## src/rtl/mem_port_arbiter_if.sv

```systemverilog
// Bundle for the fetch port, data port and shared memory port of mem_port_arbiter.
interface mem_port_arbiter_if #(
  parameter int AW = 32,
  parameter int DW = 32
);
  logic            if_req;
  logic [AW-1:0]   if_addr;
  logic            if_gnt;
  logic            if_rvalid;
  logic [DW-1:0]   if_rdata;

  logic            d_req;
  logic            d_we;
  logic [AW-1:0]   d_addr;
  logic [DW-1:0]   d_wdata;
  logic [DW/8-1:0] d_be;
  logic            d_gnt;
  logic            d_rvalid;
  logic [DW-1:0]   d_rdata;

  logic            mem_req;
  logic            mem_we;
  logic [AW-1:0]   mem_addr;
  logic [DW-1:0]   mem_wdata;
  logic [DW/8-1:0] mem_be;
  logic            mem_ready;
  logic [DW-1:0]   mem_rdata;

  // Arbiter side
  modport slave (
    input  if_req, if_addr, d_req, d_we, d_addr, d_wdata, d_be, mem_ready, mem_rdata,
    output if_gnt, if_rvalid, if_rdata, d_gnt, d_rvalid, d_rdata,
           mem_req, mem_we, mem_addr, mem_wdata, mem_be
  );

  // Requester / memory side
  modport master (
    output if_req, if_addr, d_req, d_we, d_addr, d_wdata, d_be, mem_ready, mem_rdata,
    input  if_gnt, if_rvalid, if_rdata, d_gnt, d_rvalid, d_rdata,
           mem_req, mem_we, mem_addr, mem_wdata, mem_be
  );
endinterface

```

## src/rtl/mem_port_arbiter.sv

```systemverilog
// Shares one single-ported memory between instruction fetch and data load/store.
// Data wins arbitration; a streak counter forces a fetch grant after
// MAX_D_STREAK back-to-back data grants while fetch was waiting.
//
// state   | meaning
// IDLE    | no access outstanding, grants may be issued
// BUSY_IF | fetch access on memory, waiting for mem_ready
// BUSY_D  | data access on memory, waiting for mem_ready
module mem_port_arbiter #(
  parameter int AW           = 32,
  parameter int DW           = 32,
  parameter int MAX_D_STREAK = 4
) (
  input  logic                clk_i,
  input  logic                rst_n_i,
  mem_port_arbiter_if.slave   bus,
  output logic                busy_o
);
  localparam int BW = DW / 8;
  localparam logic [3:0] MAX_S = 4'(MAX_D_STREAK);

  typedef enum logic [1:0] {IDLE, BUSY_IF, BUSY_D} state_t;

  state_t          state_q, state_d;
  logic [3:0]      streak_q, streak_d;
  logic            mem_req_q, mem_req_d;
  logic            mem_we_q, mem_we_d;
  logic [AW-1:0]   mem_addr_q, mem_addr_d;
  logic [DW-1:0]   mem_wdata_q, mem_wdata_d;
  logic [BW-1:0]   mem_be_q, mem_be_d;
  logic            if_rvalid_q, if_rvalid_d;
  logic            d_rvalid_q, d_rvalid_d;
  logic [DW-1:0]   if_rdata_q, if_rdata_d;
  logic [DW-1:0]   d_rdata_q, d_rdata_d;
  logic            if_gnt, d_gnt;

  // Arbitration, transfer capture and completion handling
  always_comb begin
    state_d     = state_q;
    streak_d    = streak_q;
    mem_req_d   = mem_req_q;
    mem_we_d    = mem_we_q;
    mem_addr_d  = mem_addr_q;
    mem_wdata_d = mem_wdata_q;
    mem_be_d    = mem_be_q;
    if_rvalid_d = 1'b0;
    d_rvalid_d  = 1'b0;
    if_rdata_d  = if_rdata_q;
    d_rdata_d   = d_rdata_q;
    if_gnt      = 1'b0;
    d_gnt       = 1'b0;

    case (state_q)
      IDLE: begin
        // Grants are suppressed while reset is held so nothing is accepted mid-reset.
        d_gnt  = rst_n_i && bus.d_req && !(bus.if_req && (streak_q == MAX_S));
        if_gnt = rst_n_i && bus.if_req && !d_gnt;
        if (d_gnt) begin
          state_d     = BUSY_D;
          mem_req_d   = 1'b1;
          mem_we_d    = bus.d_we;
          mem_addr_d  = bus.d_addr;
          mem_wdata_d = bus.d_wdata;
          mem_be_d    = bus.d_be;
          if (bus.if_req) streak_d = (streak_q == MAX_S) ? streak_q : streak_q + 4'd1;
          else            streak_d = 4'd0;
        end else if (if_gnt) begin
          state_d     = BUSY_IF;
          mem_req_d   = 1'b1;
          mem_we_d    = 1'b0;
          mem_addr_d  = bus.if_addr;
          mem_wdata_d = '0;
          mem_be_d    = '1;
          streak_d    = 4'd0;
        end
      end
      BUSY_IF: begin
        if (bus.mem_ready) begin
          state_d     = IDLE;
          mem_req_d   = 1'b0;
          if_rdata_d  = bus.mem_rdata;
          if_rvalid_d = 1'b1;
        end
      end
      BUSY_D: begin
        if (bus.mem_ready) begin
          state_d    = IDLE;
          mem_req_d  = 1'b0;
          d_rdata_d  = bus.mem_rdata;
          d_rvalid_d = 1'b1;
        end
      end
      default: state_d = IDLE;
    endcase
  end

  // State and output registers with synchronous active-low reset
  always_ff @(posedge clk_i) begin
    if (!rst_n_i) begin
      state_q     <= IDLE;
      streak_q    <= 4'd0;
      mem_req_q   <= 1'b0;
      mem_we_q    <= 1'b0;
      mem_addr_q  <= '0;
      mem_wdata_q <= '0;
      mem_be_q    <= '0;
      if_rvalid_q <= 1'b0;
      d_rvalid_q  <= 1'b0;
      if_rdata_q  <= '0;
      d_rdata_q   <= '0;
    end else begin
      state_q     <= state_d;
      streak_q    <= streak_d;
      mem_req_q   <= mem_req_d;
      mem_we_q    <= mem_we_d;
      mem_addr_q  <= mem_addr_d;
      mem_wdata_q <= mem_wdata_d;
      mem_be_q    <= mem_be_d;
      if_rvalid_q <= if_rvalid_d;
      d_rvalid_q  <= d_rvalid_d;
      if_rdata_q  <= if_rdata_d;
      d_rdata_q   <= d_rdata_d;
    end
  end

  assign bus.if_gnt    = if_gnt;
  assign bus.d_gnt     = d_gnt;
  assign bus.if_rvalid = if_rvalid_q;
  assign bus.d_rvalid  = d_rvalid_q;
  assign bus.if_rdata  = if_rdata_q;
  assign bus.d_rdata   = d_rdata_q;
  assign bus.mem_req   = mem_req_q;
  assign bus.mem_we    = mem_we_q;
  assign bus.mem_addr  = mem_addr_q;
  assign bus.mem_wdata = mem_wdata_q;
  assign bus.mem_be    = mem_be_q;
  assign busy_o        = (state_q != IDLE);
endmodule

```

## src/flat_wrapper.sv

```systemverilog
// flat-port wrapper written by rule: the top's interface ports become plain ports
module mem_port_arbiter_flat 
#(
  parameter int AW           = 32,
  parameter int DW           = 32,
  parameter int MAX_D_STREAK = 4
)
  (clk_i, rst_n_i, busy_o, bus_if_req, bus_if_addr, bus_d_req, bus_d_we, bus_d_addr, bus_d_wdata, bus_d_be, bus_mem_ready, bus_mem_rdata, bus_if_gnt, bus_if_rvalid, bus_if_rdata, bus_d_gnt, bus_d_rvalid, bus_d_rdata, bus_mem_req, bus_mem_we, bus_mem_addr, bus_mem_wdata, bus_mem_be);
  mem_port_arbiter_if #(.AW(AW), .DW(DW)) bus_i ();
  input  logic clk_i;
  input  logic rst_n_i;
  output logic busy_o;
  input wire logic [$bits(bus_i.if_req)-1:0] bus_if_req;
  input wire logic [$bits(bus_i.if_addr)-1:0] bus_if_addr;
  input wire logic [$bits(bus_i.d_req)-1:0] bus_d_req;
  input wire logic [$bits(bus_i.d_we)-1:0] bus_d_we;
  input wire logic [$bits(bus_i.d_addr)-1:0] bus_d_addr;
  input wire logic [$bits(bus_i.d_wdata)-1:0] bus_d_wdata;
  input wire logic [$bits(bus_i.d_be)-1:0] bus_d_be;
  input wire logic [$bits(bus_i.mem_ready)-1:0] bus_mem_ready;
  input wire logic [$bits(bus_i.mem_rdata)-1:0] bus_mem_rdata;
  output wire logic [$bits(bus_i.if_gnt)-1:0] bus_if_gnt;
  output wire logic [$bits(bus_i.if_rvalid)-1:0] bus_if_rvalid;
  output wire logic [$bits(bus_i.if_rdata)-1:0] bus_if_rdata;
  output wire logic [$bits(bus_i.d_gnt)-1:0] bus_d_gnt;
  output wire logic [$bits(bus_i.d_rvalid)-1:0] bus_d_rvalid;
  output wire logic [$bits(bus_i.d_rdata)-1:0] bus_d_rdata;
  output wire logic [$bits(bus_i.mem_req)-1:0] bus_mem_req;
  output wire logic [$bits(bus_i.mem_we)-1:0] bus_mem_we;
  output wire logic [$bits(bus_i.mem_addr)-1:0] bus_mem_addr;
  output wire logic [$bits(bus_i.mem_wdata)-1:0] bus_mem_wdata;
  output wire logic [$bits(bus_i.mem_be)-1:0] bus_mem_be;
  assign bus_i.if_req = bus_if_req;
  assign bus_i.if_addr = bus_if_addr;
  assign bus_i.d_req = bus_d_req;
  assign bus_i.d_we = bus_d_we;
  assign bus_i.d_addr = bus_d_addr;
  assign bus_i.d_wdata = bus_d_wdata;
  assign bus_i.d_be = bus_d_be;
  assign bus_i.mem_ready = bus_mem_ready;
  assign bus_i.mem_rdata = bus_mem_rdata;
  assign bus_if_gnt = bus_i.if_gnt;
  assign bus_if_rvalid = bus_i.if_rvalid;
  assign bus_if_rdata = bus_i.if_rdata;
  assign bus_d_gnt = bus_i.d_gnt;
  assign bus_d_rvalid = bus_i.d_rvalid;
  assign bus_d_rdata = bus_i.d_rdata;
  assign bus_mem_req = bus_i.mem_req;
  assign bus_mem_we = bus_i.mem_we;
  assign bus_mem_addr = bus_i.mem_addr;
  assign bus_mem_wdata = bus_i.mem_wdata;
  assign bus_mem_be = bus_i.mem_be;
  mem_port_arbiter #(.AW(AW), .DW(DW), .MAX_D_STREAK(MAX_D_STREAK)) u_core (.clk_i(clk_i), .rst_n_i(rst_n_i), .bus(bus_i), .busy_o(busy_o));
endmodule
```

## config.mk

```make
export PLATFORM = sky130hd
export DESIGN_NAME = mem_port_arbiter_flat
export DESIGN_NICKNAME = d
export VERILOG_FILES = /design/src/rtl/mem_port_arbiter_if.sv /design/src/rtl/mem_port_arbiter.sv /design/src/flat_wrapper.sv
export SDC_FILE = /design/constraint.sdc
export NUM_CORES = 1
export LEC_CHECK = 0
export CORE_MARGIN = 2
export CORE_UTILIZATION = 46
export CTS_BUF_LIST = sky130_fd_sc_hd__clkbuf_8
export DETAILED_ROUTE_END_ITERATION = 8
export PLACE_DENSITY = 0.89
export SYNTH_ARGS = -nofsm -noshare
export SYNTH_HDL_FRONTEND = slang
export SYNTH_SLANG_ARGS = --single-unit
```

## constraint.sdc

```tcl
create_clock -name clk_i -period 4.23 [get_ports clk_i]
set_input_delay 0.6345 -clock clk_i [delete_from_list [all_inputs] [get_ports clk_i]]
set_output_delay 0.6345 -clock clk_i [all_outputs]
set_load 0.1 [all_outputs]
```

==> impl_metrics.yaml, run 1 <==
clocking:
  clk_root_buffer_cell: "clkbuf_8"
  postCtsSetupRepairBufs: 0
  worst_skew_pair.late_latency_ns: 0.43
  clock_path_buffers: 2
  path_clk_slew_ns: 0.08
  cts_tree: "built"
  htree_num_levels: 4
  tritoncts.num_buffers: 17
  cts_resized: 0
  cts.hold.buffers_added: 0
  clock_sinks: 142
routing:
  detail_route.first_pass.iterations: 5
  detail_route.iter0.violations: 522
  vias_per_cell: 5.52
  wl_mm: 18.2
  maxUsedRoutingLayer: "met4"
  wirelength_met1_mm: 7.27
  detail_route.wl_per_cell_um: 16.9
  met2WireLength_mm: 8.69
  drtAntennaViolNets: 0
  vias: 5940
  sum_of_met3_wire_segment_lengths_after_detailed_routing_mm: 1.64
  detail_route.drc_violations: 0
power_and_ir_drop:
  power-per-cell-area_nw_per_um2: 420
  vdd.ir_drop.worst_uv: 278
  p_leak_uw: 0.00316
worst_setup_path:
  worst-setup-path-type: "register to output pin"
  start_kind: "register"
  crit_path_max_fanout: 33
  critical_path_required_ns: 3.60
  reg2reg_depth: 7
  setup.worst_path.end_class: "output pin"
  timing.critical_path.arrival_ns: 2.46
yosys:
  synthDominantCellAreaShare_pct: 48.5
  synth_top_cell_by_area: "dfxtp_1"
  synth_enable_flop_cells: 0
  library_cells_used_by_synthesis: 35
  synth_async_sr_flop_share_pct: 0
  synth.ff_latch_count: 142
  synth.top_cells.by_area: "dfxtp_1 48%, nand2_1 8.6%, a21boi_0 8.3%, a32oi_1 4.9%, a2111oi_0 4.8%"
  syn_nets: 796
  yosysWarningCount: 0
  synth-seq-area-share_pct: 48.5
  syn_area_um2: 5860
  post_synth_inst_count: 652
  avgSynthCellArea_um2: 8.99
  synth_top_flop_cell: "dfxtp_1"
layout:
  finalInstanceArea_um2: 9070
  area_growth_syn_to_layout_pct: 54.6
  layout.cells.most_common_list: "272 x clkdlybuf4s50_1, 142 x dfxtp_1, 135 x nand2_1, 65 x a21boi_0, 41 x inv_1"
  layout-drive-gt1-share_pct: 5.97
  seq_area_um2: 2840
  mostFrequentLayoutCell: "clkdlybuf4s50_1"
  multi_input_gate_area_in_the_final_layout_um2: 2570
  num-fill-cells: 959
  final_net_count: 1036
  diodes: 0
timing:
  setup_viol: 0
  rsz0062_at_grt: "no"
  totalNegativeSetupSlack_ns: 0
  worst_slew_pin_slew_ns: 1.07
  min_period_ns: 3.09
  relSlewSlack_pct: 28.8
  period_share_pct: 73.1
  timing.final.hold_violations: 0
  skew_ns: 0.0141
  timing.final.max_slew_violations: 0
  clock.fmax_mhz: 323
placement:
  globalplace.congestion: 0.775
  dpl-instance-area_um2: 8630
  port-buffer-count: 276
  sum_of_net_half_perimeters_after_detailed_placement_mm: 12.2
die:
  die_height_um: 117
  floorplan.die_area_um2: 13700
  die_w_um: 117
  initial_utilization_pct: 46.9
  pin_count: 277
  std_cell_rows: 41
  fp.coreArea_um2: 12500
worst_hold_path:
  min-delay-path-class: "register to register"
  whs_path_depth: 2
run_status:
  run_status: "completed"
job:
  max-cap-violations: 0
global_routing:
  grt_first_pass_wirelength_mm: 27.7
  first_global_vias: 5686
  antenna_violations_before_repair: 0
  globalRoute.totalOverflow: 0
  maximum_number_of_pins_on_one_net_before_global_route_repair: 95
  grt_use_total_pct: 25.9
==> state kept, by name, summed over array words and instances, names as in the netlist <==
register / cells
u_core.bus.mem_be: 4
u_core.bus.mem_wdata: 32
u_core.bus.if_rdata: 32
u_core.bus.if_rvalid: 1
u_core.bus.d_rdata: 32
u_core.bus.mem_we: 1
u_core.bus.mem_req: 1
u_core.streak_q: 4
u_core.bus.d_rvalid: 1
u_core.bus.mem_addr: 32
u_core.state_q: 2
==> critical path, cell delays in order, from the launching register on <==
cell and delay [ns]:
dfxtp_1 0.35, inv_1 0.09, ha_1 0.61, buf_4 0.40
inv_1 0.07, buf_4 0.23, buf_4 0.27
==> Yosys cell counts (all sizes together) (2+ instances only) <==
cell type and number:
a2111oi 32, a21boi 65, a311oi 32, a32oi 33, and2 5, and3 3
buf 23, clkbuf 43, dfxtp 142, ha 6, inv 39, nand2 135
nand3 5, nand4b 2, nor2b 35, o21ai 35, o221a 4, o31ai 2
==> per-stage QoR <==
stage	cells	utilization, %	hold slack [ns]	worst slack (ns)	total power [uW]
after floorplan	652	-	0.476	0.984	2310
after detailed placement	1045	69.0	0.457	1.23	2670
after global placement	1045	69.0	0.450	1.24	2660
after global routing	1077	72.4	0.481	0.982	3940
after CTS	1077	72.4	0.468	1.13	3830
final	1077	72.4	0.462	1.14	3810
==> power breakdown <==
group | switching, uW | total, uW | internal, uW
clock | 501 | 1170 | 667
combinational | 841 | 1180 | 337
sequential | 45.2 | 1460 | 1420
total | 1390 | 3810 | 2420
==> per-layer routing <==
metal,vias to the layer above,GRT usage [%]
met2,299,43.1
met3,49,9.32
met5,-,0
met1,2794,29.8
li1,2798,-
met4,0,12.3
==> path summary, 6_finish.rpt <==
| path | startpoint | endpoint | slack, ns |
|---|---|---|---|
| setup / recovery | u_core.state_q[0]$_SDFFE_PN0P_ | busy_o | 1.14 |
| hold / removal | u_core.bus.d_rdata[0]$_SDFFE_PN0P_ | u_core.bus.d_rdata[0]$_SDFFE_PN0P_ | 0.46 |
| setup reg to reg | u_core.state_q[0]$_SDFFE_PN0P_ | u_core.bus.mem_addr[23]$_SDFFE_PN0P_ | 1.64 |
| hold reg to reg | u_core.bus.d_rdata[0]$_SDFFE_PN0P_ | u_core.bus.d_rdata[0]$_SDFFE_PN0P_ | 0.46 |
==> cells by family after synthesis <==
logic type      Yosys count  share of synthesized area (%)
fa+ha+maj                 6                           1.28
simple gates            189                           14.7
compound gates          209                           27.7
buf+inv                 105                           7.70
flops                   142                           48.5
xor+xnor                  1                          0.149
==> final cells by class <==
cell class,count,share of cell area (%)
clock buffers,19,2.88
clock inverters,13,1.89
inverters,39,1.61
flip-flops and latches,142,31.4
well taps,172,2.37
multi-input cells,405,28.3
repair buffers,287,31.5
Note: power is estimated with default switching activity, not from simulation.
==> inputs of run 2 (changes only) <==
--- a/config.mk
+++ b/config.mk
@@ -6,10 +6,10 @@
 export NUM_CORES = 1
 export LEC_CHECK = 0
 export CORE_MARGIN = 2
-export CORE_UTILIZATION = 46
+export CORE_UTILIZATION = 42
 export CTS_BUF_LIST = sky130_fd_sc_hd__clkbuf_8
 export DETAILED_ROUTE_END_ITERATION = 8
-export PLACE_DENSITY = 0.89
+export PLACE_DENSITY = 0.82
 export SYNTH_ARGS = -nofsm -noshare
 export SYNTH_HDL_FRONTEND = slang
 export SYNTH_SLANG_ARGS = --single-unit
==> constraint.sdc (replaced) <==
create_clock -name clk_i -period 2.85 [get_ports clk_i]
set_input_delay 0.4275 -clock clk_i [delete_from_list [all_inputs] [get_ports clk_i]]
set_output_delay 0.4275 -clock clk_i [all_outputs]
set_load 0.1 [all_outputs]
==> impl_metrics.yaml, run 2 (synthesis gave the netlist of run 1 again) <==
power_and_ir_drop:
  vdd.ir_drop.worst_uv: 390
  p_leak_uw: 0.00343
  power-per-cell-area_nw_per_um2: 643
  pwr-share-comb_pct: 30.3
  intPower_uw: 3550
  seq_power_share_pct: 38.3
  net_switching_power_uw: 2110
  clockPowerShare_pct: 31.4
  sw_frac_of_total_pct: 37.3
layout:
  layout.cells.most_common_list: "152 x buf_4, 142 x dfxtp_1, 136 x clkdlybuf4s50_1, 135 x nand2_1, 65 x a21boi_0"
  diodes: 0
  layout-drive-gt1-share_pct: 21.5
  final_net_count: 1041
  area_growth_syn_to_layout_pct: 50.2
  mostFrequentLayoutCell: "buf_4"
  finalInstanceArea_um2: 8810
die:
  die_height_um: 122
  fp.coreArea_um2: 13800
  floorplan.die_area_um2: 14900
  pin_count: 277
  std_cell_rows: 43
  initial_utilization_pct: 42.6
  die_w_um: 122
worst_hold_path:
  whs_path_depth: 2
  worst_hold_launch: "rst_n_i"
  worst_hold_path.endpoint: "u_core.bus.if_rdata[23]$_SDFFE_PN0P_"
  min-delay-path-class: "primary input to register"
worst_setup_path:
  setup.worst_path.end_class: "output pin"
  reg2reg_depth: 6
  regToRegSetupSlack_ns: 0.64
  r2r_start: "u_core.state_q[0]$_SDFFE_PN0P_"
  start_kind: "register"
  timing.critical_path.arrival_ns: 2.12
  reg2reg_to: "u_core.bus.mem_addr[3]$_SDFFE_PN0P_"
  worst-setup-path-type: "register to output pin"
  critical_path_required_ns: 2.42
  crit_path_max_fanout: 20
  cp-startpoint: "u_core.state_q[0]$_SDFFE_PN0P_"
run_status:
  run_status: "completed"
timing:
  skew_ns: 0.0111
  min_period_ns: 2.55
  totalNegativeSetupSlack_ns: 0
  period_share_pct: 89.4
  worst_slew_pin_slew_ns: 0.683
  timing.final.max_slew_violations: 0
  rsz0062_at_grt: "no"
  setup_viol: 0
  relSlewSlack_pct: 54.5
  clock.fmax_mhz: 393
  timing.final.hold_violations: 0
placement:
  sum_of_net_half_perimeters_after_detailed_placement_mm: 12.3
  globalplace.congestion: 0.832
  dpl-instance-area_um2: 8370
  port-buffer-count: 276
clocking:
  clock_path_buffers: 2
  cts_tree: "built"
  postCtsSetupRepairBufs: 0
  worst_skew_pair.late_latency_ns: 0.44
  clock_sinks: 142
  path_clk_slew_ns: 0.08
  clk_root_buffer_cell: "clkbuf_8"
  tritoncts.num_buffers: 17
  cts.hold.buffers_added: 0
  cts_resized: 0
  htree_num_levels: 4
routing:
  vias: 5772
  drtAntennaViolNets: 0
  detail_route.drc_violations: 0
  detail_route.first_pass.iterations: 5
  vias_per_cell: 5.30
  detail_route.iter0.violations: 371
  detail_route.wl_per_cell_um: 16.5
  wl_mm: 18.0
global_routing:
  antenna_violations_before_repair: 0
  first_global_vias: 5561
  maximum_number_of_pins_on_one_net_before_global_route_repair: 59
  globalRoute.totalOverflow: 0
  grt_first_pass_wirelength_mm: 27.8
  grt_use_total_pct: 23.6
job:
  max-cap-violations: 0
==> run 2: power by group through the flow <==
stage               logic [uW]  clock network (uW)  registers [uW]
floorplan                  370                   0            3050
global placement          1710                   0            2210
detailed placement        1720                   0            2210
CTS                       1720                1820            2170
global route              1790                1910            2190
finish                    1720                1780            2170
==> run 2: critical path, stage by stage, from the launching register on <==
cell and delay, ns:
dfxtp_1 0.36, inv_1 0.10, ha_1 0.23, buf_4 0.28, and3_1 0.23, nand2_1 0.16, inv_1 0.14, buf_12 0.18
==> run 2: area by class of cell <==
class	count	area, um^2
clock buffers	18	248
clock inverters	14	191
fillers	1197	4970
inverters	39	146
multi-input cells	405	2570
flip-flops and latches	142	2840
well taps	180	225
repair buffers	292	2580
==> run 2: worst max path at each step <==
stage                            end  slack (ns)
after global placement    bus_if_gnt        0.42
after detailed placement  bus_if_gnt        0.39
after CTS                  bus_d_gnt        0.29
after floorplan           bus_if_gnt        0.02
final                      bus_d_gnt        0.30
after global routing       bus_d_gnt        0.21
==> run 2: layer usage <==
metal	share of wire [%]	vias up	global-route usage, %	wire, um
met5	0	-	0	0
met4	2.6	0	10.2	476
met3	9.4	38	8.43	1690
met2	47	244	38.2	8410
met1	41	2677	28.4	7430
li1	-	2813	-	-
==> run 2: metrics by stage <==
stage	std cells	total power, uW	util, %	hold slack, ns	worst slack, ns
5_1_grt	1090	5880	63.9	0.441	0.208
6_report	1090	5670	63.9	0.442	0.303
3_5_place_dp	1058	3940	60.7	0.457	0.390
2_1_floorplan	652	3420	-	0.476	0.0176
3_3_place_gp	1058	3920	60.7	0.450	0.423
4_1_cts	1090	5710	63.9	0.401	0.290
